$ cat src/rtl/fft_frame_scheduler_if.sv
// Sample streams of the frame scheduler: input samples in, FFT results out.
// The host side (master) drives samples and accepts results; the scheduler is the slave.
interface fft_frame_scheduler_if #(parameter int DATA_W = 64);
  logic              in_valid;
  logic              in_ready;
  logic [DATA_W-1:0] in_data;
  logic              out_valid;
  logic              out_ready;
  logic [DATA_W-1:0] out_data;
  logic              out_last;

  modport master (output in_valid, output in_data, input in_ready,
                  input out_valid, input out_data, input out_last, output out_ready);
  modport slave  (input in_valid, input in_data, output in_ready,
                  output out_valid, output out_data, output out_last, input out_ready);
endinterface

$ cat src/rtl/fft_frame_scheduler.sv
// Frame sequencer for the 32-point FFT: loads a frame into bank 0, kicks the engine,
// waits for completion plus write drain, then streams results out of the result bank.
module fft_frame_scheduler #(
  parameter int N_POINTS    = 32,
  parameter int ADDR_W      = 5,
  parameter int DATA_W      = 64,
  parameter int DRAIN_CYC   = 9,
  parameter bit RESULT_BANK = 1'b1
) (
  input  logic                 clk,
  input  logic                 rst_n,
  fft_frame_scheduler_if.slave io,
  output logic                 start_fft,
  input  logic                 fft_done,
  output logic                 mem_host,
  output logic                 host_bank,
  output logic                 host_we,
  output logic [ADDR_W-1:0]    host_addr,
  output logic [DATA_W-1:0]    host_wdata,
  input  logic [DATA_W-1:0]    host_rdata,
  output logic                 busy,
  output logic [15:0]          frame_cnt
);
  typedef enum logic [2:0] {IDLE, LOAD, START, RUN, DRAIN, UNLOAD} state_t;

  localparam logic [ADDR_W-1:0]  LAST_IDX   = ADDR_W'(N_POINTS - 1);
  localparam logic [ADDR_W:0]    RD_TOTAL   = (ADDR_W + 1)'(N_POINTS);
  localparam int                 DRAIN_W    = $clog2(DRAIN_CYC + 1);
  localparam logic [DRAIN_W-1:0] DRAIN_LAST = DRAIN_W'(DRAIN_CYC - 1);

  state_t             state_reg, state_next;
  logic [ADDR_W-1:0]  wr_cnt_reg;
  logic [ADDR_W-1:0]  wr_addr_reg;
  logic               we_reg;
  logic [DATA_W-1:0]  wdata_reg;
  logic               seen_low_reg;
  logic [DRAIN_W-1:0] drain_cnt_reg;
  logic [ADDR_W:0]    rd_cnt_reg;
  logic               inflight_reg;
  logic [ADDR_W-1:0]  out_idx_reg;
  logic               fifo_wptr_reg, fifo_rptr_reg;
  logic [1:0]         fifo_cnt_reg;
  logic [15:0]        frame_cnt_reg;

  logic               in_ready_c;
  logic               in_fire, out_fire, rd_issue;
  logic [2:0]         fifo_occ;

  assign io.in_ready  = in_ready_c & rst_n;
  assign in_fire      = io.in_valid & io.in_ready;
  assign io.out_valid = (fifo_cnt_reg != 2'd0);
  assign out_fire     = io.out_valid & io.out_ready;
  assign io.out_last  = io.out_valid & (out_idx_reg == LAST_IDX);

  // Slots already promised = held entries + read in flight, minus the one leaving now.
  assign fifo_occ = {1'b0, fifo_cnt_reg} + {2'b00, inflight_reg} - {2'b00, out_fire};
  assign rd_issue = (state_reg == UNLOAD) && (rd_cnt_reg < RD_TOTAL) && (fifo_occ < 3'd2);

  assign host_we    = we_reg;
  assign host_wdata = wdata_reg;
  assign host_addr  = (state_reg == UNLOAD) ? rd_cnt_reg[ADDR_W-1:0] : wr_addr_reg;
  assign frame_cnt  = frame_cnt_reg;

  always_ff @(posedge clk or negedge rst_n) begin
    if (!rst_n) state_reg <= IDLE;
    else        state_reg <= state_next;
  end

  always_comb begin
    state_next = state_reg;
    case (state_reg)
      IDLE:   if (in_fire) state_next = LOAD;
      LOAD:   if (in_fire && wr_cnt_reg == LAST_IDX) state_next = START;
      START:  if (!we_reg) state_next = RUN;
      RUN:    if (fft_done && seen_low_reg) state_next = DRAIN;
      DRAIN:  if (drain_cnt_reg == DRAIN_LAST) state_next = UNLOAD;
      UNLOAD: if (out_fire && out_idx_reg == LAST_IDX) state_next = IDLE;
      default: state_next = IDLE;
    endcase
  end

  // START hands the memory to the engine only once the final load write has landed.
  always_comb begin
    in_ready_c = 1'b0;
    start_fft  = 1'b0;
    mem_host   = 1'b1;
    host_bank  = 1'b0;
    busy       = 1'b1;
    case (state_reg)
      IDLE: begin
        in_ready_c = 1'b1;
        busy       = 1'b0;
      end
      LOAD:   in_ready_c = 1'b1;
      START: begin
        mem_host  = we_reg;
        start_fft = ~we_reg;
      end
      RUN, DRAIN: mem_host = 1'b0;
      UNLOAD: host_bank = RESULT_BANK;
      default: ;
    endcase
  end

  always_ff @(posedge clk or negedge rst_n) begin
    if (!rst_n) begin
      wr_cnt_reg    <= '0;
      wr_addr_reg   <= '0;
      we_reg        <= 1'b0;
      wdata_reg     <= '0;
      seen_low_reg  <= 1'b0;
      drain_cnt_reg <= '0;
      rd_cnt_reg    <= '0;
      inflight_reg  <= 1'b0;
      out_idx_reg   <= '0;
      frame_cnt_reg <= '0;
    end else begin
      we_reg <= in_fire;
      if (in_fire) begin
        wr_addr_reg <= wr_cnt_reg;
        wdata_reg   <= io.in_data;
        wr_cnt_reg  <= wr_cnt_reg + 1'b1;
      end
      // fft_done only counts as an edge once it has been observed low inside RUN.
      if (state_reg == START)               seen_low_reg <= 1'b0;
      else if (state_reg == RUN && !fft_done) seen_low_reg <= 1'b1;
      drain_cnt_reg <= (state_reg == DRAIN) ? drain_cnt_reg + 1'b1 : '0;
      if (state_reg != UNLOAD) rd_cnt_reg <= '0;
      else if (rd_issue)       rd_cnt_reg <= rd_cnt_reg + 1'b1;
      inflight_reg <= rd_issue;
      if (out_fire) begin
        out_idx_reg <= out_idx_reg + 1'b1;
        if (out_idx_reg == LAST_IDX) frame_cnt_reg <= frame_cnt_reg + 16'd1;
      end
    end
  end

  always_ff @(posedge clk or negedge rst_n) begin
    if (!rst_n) begin
      fifo_wptr_reg <= 1'b0;
      fifo_rptr_reg <= 1'b0;
      fifo_cnt_reg  <= 2'd0;
    end else begin
      if (inflight_reg) fifo_wptr_reg <= ~fifo_wptr_reg;
      if (out_fire)     fifo_rptr_reg <= ~fifo_rptr_reg;
      case ({inflight_reg, out_fire})
        2'b10:   fifo_cnt_reg <= fifo_cnt_reg + 2'd1;
        2'b01:   fifo_cnt_reg <= fifo_cnt_reg - 2'd1;
        default: fifo_cnt_reg <= fifo_cnt_reg;
      endcase
    end
  end

  for (genvar gi = 0; gi < 2; gi++) begin : g_skid
    logic [DATA_W-1:0] entry_reg;
    always_ff @(posedge clk or negedge rst_n) begin
      if (!rst_n)
        entry_reg <= '0;
      else if (inflight_reg && fifo_wptr_reg == 1'(gi))
        entry_reg <= host_rdata;
    end
  end

  assign io.out_data = fifo_rptr_reg ? g_skid[1].entry_reg : g_skid[0].entry_reg;
endmodule
$ cat src/flat_wrapper.sv
// flat-port wrapper written by rule: the top's interface ports become plain ports
module fft_frame_scheduler_flat 
#(
  parameter int N_POINTS    = 32,
  parameter int ADDR_W      = 5,
  parameter int DATA_W      = 64,
  parameter int DRAIN_CYC   = 9,
  parameter bit RESULT_BANK = 1'b1
)
  (clk, rst_n, start_fft, fft_done, mem_host, host_bank, host_we, host_addr, host_wdata, host_rdata, busy, frame_cnt, io_in_valid, io_in_data, io_in_ready, io_out_valid, io_out_data, io_out_last, io_out_ready);
  fft_frame_scheduler_if #(.DATA_W(DATA_W)) io_i ();
  input  logic clk;
  input  logic rst_n;
  output logic start_fft;
  input  logic fft_done;
  output logic mem_host;
  output logic host_bank;
  output logic host_we;
  output logic [ADDR_W-1:0] host_addr;
  output logic [DATA_W-1:0] host_wdata;
  input  logic [DATA_W-1:0] host_rdata;
  output logic busy;
  output logic [15:0] frame_cnt;
  input wire logic [$bits(io_i.in_valid)-1:0] io_in_valid;
  input wire logic [$bits(io_i.in_data)-1:0] io_in_data;
  output wire logic [$bits(io_i.in_ready)-1:0] io_in_ready;
  output wire logic [$bits(io_i.out_valid)-1:0] io_out_valid;
  output wire logic [$bits(io_i.out_data)-1:0] io_out_data;
  output wire logic [$bits(io_i.out_last)-1:0] io_out_last;
  input wire logic [$bits(io_i.out_ready)-1:0] io_out_ready;
  assign io_i.in_valid = io_in_valid;
  assign io_i.in_data = io_in_data;
  assign io_in_ready = io_i.in_ready;
  assign io_out_valid = io_i.out_valid;
  assign io_out_data = io_i.out_data;
  assign io_out_last = io_i.out_last;
  assign io_i.out_ready = io_out_ready;
  fft_frame_scheduler #(.N_POINTS(N_POINTS), .ADDR_W(ADDR_W), .DATA_W(DATA_W), .DRAIN_CYC(DRAIN_CYC), .RESULT_BANK(RESULT_BANK)) u_core (.clk(clk), .rst_n(rst_n), .io(io_i), .start_fft(start_fft), .fft_done(fft_done), .mem_host(mem_host), .host_bank(host_bank), .host_we(host_we), .host_addr(host_addr), .host_wdata(host_wdata), .host_rdata(host_rdata), .busy(busy), .frame_cnt(frame_cnt));
endmodule
$ cat config.mk
export PLATFORM = sky130hd
export DESIGN_NAME = fft_frame_scheduler_flat
export DESIGN_NICKNAME = d
export VERILOG_FILES = /design/src/rtl/fft_frame_scheduler_if.sv /design/src/rtl/fft_frame_scheduler.sv /design/src/flat_wrapper.sv
export SDC_FILE = /design/constraint.sdc
export NUM_CORES = 1
export LEC_CHECK = 0
export CAP_MARGIN = 20
export CORE_UTILIZATION = 40
export DETAILED_ROUTE_END_ITERATION = 10
export DONT_BUFFER_PORTS = 1
export SYNTH_ARGS = -nofsm -noshare
export SYNTH_HDL_FRONTEND = slang
export SYNTH_SLANG_ARGS = --single-unit
export TNS_END_PERCENT = 30
$ cat constraint.sdc
create_clock -name clk -period 3.4 [get_ports clk]
set_clock_uncertainty 0.2 [all_clocks]
set_input_delay 0.68 -clock clk [delete_from_list [all_inputs] [get_ports clk]]
set_output_delay 0.68 -clock clk [all_outputs]
set_load 0.02 [all_outputs]
==> results.md, run 1 <==
* Setup Fix Bufs, Post-CTS at 0
* CTS resizes at 0
* H-Tree Depth at 1
* RSZ-0062 raised after global routing: no
* ANT nets after route at 0
* Cell area power density at 1010 mW/mm^2
* Crit path DAT at 2.11 ns
* DP Worst Slack at 0.681 ns
* Failing checks: negative hold slack
* Core area at 0.0253 sq mm
* Die area at 0.0265 sq mm
* Post-Route Setup TNS at 0 ns
* Port Buffers at 0
* Seq/Total Area, Yosys at 58.8%
* Ports at 290
* Number of flip-flops in the largest register at 128
* Status: complete, but fails checks
* Critical-path maximum fanout at 13
* Max-cap viol count at 0
* CP cell instances: nand2b_4 > or2_0 > buf_4 > mux2_2
* Clock Path Buffers at 3
* CP max stage delay at 0.53 ns
* Syn nets at 836
* Max IR drop VDD at 0.449 mV
* Unique masters post-synth at 36
* Worst-skew pair later-pin latency at 0.52 ns
* Post-route DRC violation count at 0
* Final Hold Viols at 243
* Min-Delay Path Class: primary input to asynchronous set/reset pin
* CP bufs+invs at 1
* Placer Congestion at 0.766
* Vias per inst at 5.23
* Share of layout cells above drive strength 1 at 46.3%
* Number of antenna diodes at 0
* Peak Freq at 335 MHz
* Yosys warning total at 0
* Vias in the first global route at 6089
* Initial drt markers at 250
* Max_slew headroom at 53.2%
* Fraction of registers with async set/reset at 100%
* Pin count of the biggest net entering global routing at 246
* Count of pins over their slew limit at 0
* Setup WS post-layout at 0.412 ns
* Mapped Area at 0.0103 sq mm
* Reg clk slew, reported paths at 0.06 ns
* Global Route Usage Sum at 15.2%
* Pleak at 5.04 nW
* TritonCTS clock tree: built
* Worst-Margin Slew at 0.702 ns
* Drt pass-1 iters at 4
* Wirelength per Cell at 19.5 um
* Final Cell Area at 0.0115 sq mm
* Critical path's slowest cell: dfrtp_1
* Kind of end point of the critical path: output pin
* First-pass GRT wire length at 32000 um
* Synthesized instance count at 694
* Minimum hold slack at -0.338 ns
* Placed Area at 0.0106 sq mm
* Final Cycle Share at 87.9%
* Sink Count at 243
* Nets at 833
* Global route overflow at 0
* Routed WL at 20300 um
* Vias at 5441
* Cts bufs inserted at 26
* Site Rows at 58
* Initial antenna violation count at 0
* Number of flops mapped to enable cells by yosys at 0
* Dpl hpwl at 13600 um
* WP data required at 2.52 ns
* Syn Area/Cell at 14.9 sq um
* Layout area overhead at 11.1%
* CP Class: register to output pin
* CP Launch Type: register
* Seq cells post-synth at 243
* Ys flop type: dfrtp_1
* Starting Density at 41.0%
* Fill cell count at 2189
* Endpoints failing setup at 0
* Die width at 163 um
* Core Util, Final at 45.5%
* Root Buffer: clkbuf_16
* Die Span Y at 163 um
* CP delay by family, top: flip-flops
* Minimum clock period at 2.99 ns
-- placed cells by master (no fill, tap or decap), drive strengths merged, types with 8 or more instances in the layout --
cell type and count:
clkinv 11, nand2 19, xnor2 25, nor2 16, nand3 10, and3 8, clkbuf 32, dfrtp 243
ha 8, mux2 270
-- final cells by class --
class,count,area (sq um),area share [%]
sequential,243,6080,52.9
multi-input combinational,410,4010,34.9
clock buffer,32,724,6.30
tap,330,413,3.59
clock inverter,16,141,1.23
timing repair buffer,6,108,0.936
inverter,4,15.0,0.131
-- cells by family after synthesis --
group           after synthesis  share of synthesized area, %
compound gates               15                         0.980
xor+xnor                     32                          2.71
fa+ha+maj                     9                          1.16
buf+inv                      41                          2.60
flops                       243                          58.8
mux                         271                          29.6
simple gates                 83                          4.23
-- synth_stat cells (2+ instances only) --
library cell	n	area, sq um
mux2_4	2	30.0
buf_6	8	90.1
and2_1	6	37.5
buf_4	9	67.6
nand4_1	6	37.5
dfrtp_1	243	6080
nor2_1	16	60.1
xor2_1	7	61.3
nand2_1	19	71.3
a21oi_1	6	30.0
nand3_1	10	50.1
and4_1	3	26.3
o21ai_0	4	20.0
nand2b_1	2	12.5
xnor2_1	25	219
ha_1	8	100
and3_1	8	50.1
inv_1	4	15.0
clkbuf_1	3	11.3
nor2b_1	7	43.8
mux2_2	267	3010
buf_2	17	85.1
-- report_power, final --
group | switching, mW | internal, mW
Combinational | 1.88 | 1.81
Sequential | 1.09 | 4.06
Clock | 1.13 | 1.67
-- final timing paths --
check,from,end,slack (ns),cells after the start
max in group asynchronous,rst_n,u_core.drain_cnt_reg[1],2.93,0
max,u_core.state_reg[1],host_addr[1],0.41,4
min in group clk,host_rdata[52],u_core.g_skid[1].entry_reg[52],0.10,1
max reg2reg,u_core.fifo_cnt_reg[1],u_core.rd_cnt_reg[1],0.69,8
min,rst_n,u_core.g_skid[0].entry_reg[22],-0.34,0
min reg2reg,u_core.out_idx_reg[3],u_core.out_idx_reg[3],0.27,1
-- metal layers --
layer / GRT usage, % / share of wire (%) / vias to the layer above
met1: 17.7 / 38 / 2748
met2: 26.2 / 50 / 223
li1: - / - / 2433
met5: 0 / 0 / -
met4: 4.59 / 1.9 / 0
met3: 5.25 / 10 / 37
-- stage by stage --
step | total power [mW] | hold WS, ns | cells
final | 11.6 | -0.338 | 1041
after global routing | 12.3 | -0.372 | 1041
after detailed placement | 8.95 | 0.190 | 993
after floorplan | 8.19 | 0.184 | 694
after global placement | 8.74 | 0.190 | 993
after CTS | 11.8 | -0.377 | 1041
(Power assumes the default switching activity.)
==> run 2: changes to the inputs <==
==> constraint.sdc (replaced) <==
create_clock -name clk -period 3.4 [get_ports clk]
set_clock_uncertainty 0.2 [all_clocks]
set_input_delay 1.02 -clock clk [delete_from_list [all_inputs] [get_ports clk]]
set_output_delay 1.02 -clock clk [all_outputs]
set_load 0.02 [all_outputs]
==> results.md, run 2 (synthesis results as in run 1) <==
* Initial drt markers at 228
* Number of antenna diodes at 0
* Max IR drop VDD at 0.527 mV
* Internal Pwr Total at 7.51 mW
* Final Cycle Share at 95.5%
* Kind of end point of the critical path: output pin
* Site Rows at 58
* Root Buffer: clkbuf_16
* Count of pins over their slew limit at 0
* Minimum clock period at 3.25 ns
* Fill cell count at 2190
* Max-cap viol count at 0
* Starting Density at 41.0%
* R2R setup slack at 0.64 ns
* Critical-path maximum fanout at 14
* Setup WS post-layout at 0.153 ns
* Switching Share at 35.1%
* Critical path's slowest cell: dfrtp_1
* Clock power frac at 23.7%
* CP Launch Point: u_core.state_reg[1]
* Die area at 0.0265 sq mm
* Dpl hpwl at 13800 um
* Core Util, Final at 45.4%
* Drt pass-1 iters at 4
* DP Worst Slack at 0.491 ns
* RSZ-0062 raised after global routing: no
* Core area at 0.0253 sq mm
* Crit path DAT at 2.03 ns
* CP Launch Type: register
* Post-Route Setup TNS at 0 ns
* Cell area power density at 1010 mW/mm^2
* Reg clk slew, reported paths at 0.06 ns
* Wirelength per Cell at 19.8 um
* Min-Delay Path Class: primary input to asynchronous set/reset pin
* Vias in the first global route at 6093
* Die width at 163 um
* ANT nets after route at 0
* Vias at 5428
* Reg2Reg Depth at 8
* Pleak at 5.02 nW
* WP data required at 2.18 ns
* Clock Path Buffers at 3
* CP Class: register to output pin
* Port Buffers at 0
* Nets at 834
* Routed WL at 20500 um
* Most frequent cells in the layout: mux2_2, dfrtp_1, clkbuf_16, xnor2_1, nand2_1
* Endpoints failing setup at 0
* RR Endpoint: u_core.rd_cnt_reg[1]
* H-Tree Depth at 1
* CP cell instances: nand2b_4 > or2_0 > buf_4 > mux2_2
* Most common cell after layout, fill and taps aside: mux2_2
* Layout area overhead at 10.9%
* Cts bufs inserted at 26
* Peak Freq at 308 MHz
* Switching pwr at 4.07 mW
* Max_slew headroom at 52.6%
* Pin count of the biggest net entering global routing at 246
* Setup Fix Bufs, Post-CTS at 0
* Worst-skew pair later-pin latency at 0.52 ns
* Final Hold Viols at 0
* Design Power at 11.6 mW
* CP max stage delay at 0.53 ns
* CTS resizes at 0
* Number of flip-flops in the largest register at 128
* Die Span Y at 163 um
* Post-route DRC violation count at 0
* Sink Count at 243
* Minimum hold slack at 0.00259 ns
* TritonCTS clock tree: built
* Global route overflow at 0
* Initial antenna violation count at 0
* Share of layout cells above drive strength 1 at 45.5%
* Comb pwr share at 32.3%
* Global Route Usage Sum at 15.4%
* Placer Congestion at 0.758
* Status: finished, final reports clean
* Vias per inst at 5.22
* Worst-Margin Slew at 0.706 ns
* Ports at 290
* First-pass GRT wire length at 32400 um
* Seq pwr share at 44.0%
* Reg2reg start: u_core.fifo_cnt_reg[1]
-- run 2: stage by stage --
| step | instance area (sq um) | instances |
|---|---|---|
| floorplan | 10300 | 694 |
| global placement | 10600 | 994 |
| detailed placement | 10600 | 994 |
| CTS | 11500 | 1040 |
| global route | 11500 | 1040 |
| finish | 11500 | 1040 |
-- run 2: critical path: cells and delay by family, from the launching register on --
kind / cells / cell delay, ns
buf+inv: 1 / 0.22
flops: 1 / 0.53
mux: 1 / 0.42
simple gates: 2 / 0.33
-- run 2: power by group through the flow --
stage	combinational [mW]	sequential (mW)	clock (mW)
detailed placement	3.80	5.13	0
floorplan	3.33	4.87	0
global route	4.00	5.25	2.97
finish	3.74	5.09	2.75
global placement	3.68	5.05	0
CTS	3.82	5.10	2.85
-- run 2: final cells by class --
class / instances / area [sq um] / share of cell area, %
Clock inverter: 6 / 61.3 / 0.534
Sequential cell: 243 / 6080 / 53.0
Multi-Input combinational cell: 410 / 4010 / 35.0
Tap cell: 330 / 413 / 3.60
Timing Repair Buffer: 7 / 103 / 0.894
Clock buffer: 40 / 785 / 6.84
Inverter: 4 / 15.0 / 0.131
-- run 2: worst max-delay path by stage --
stage,slack (ns),to,cells past startpoint
2_1_floorplan,0.67,u_core.rd_cnt_reg[1],7
3_3_place_gp,0.59,u_core.rd_cnt_reg[1],7
3_5_place_dp,0.49,u_core.rd_cnt_reg[1],7
4_1_cts,0.12,host_addr[1],4
5_1_grt,0.07,host_addr[1],4
6_report,0.15,host_addr[1],4
-- run 2: per-layer routing --
layer  global-route usage, %  wire length [um]
met1                    17.6              7790
met2                    26.4             10200
met3                    5.76              2110
met4                    4.76               461
met5                       0                 0
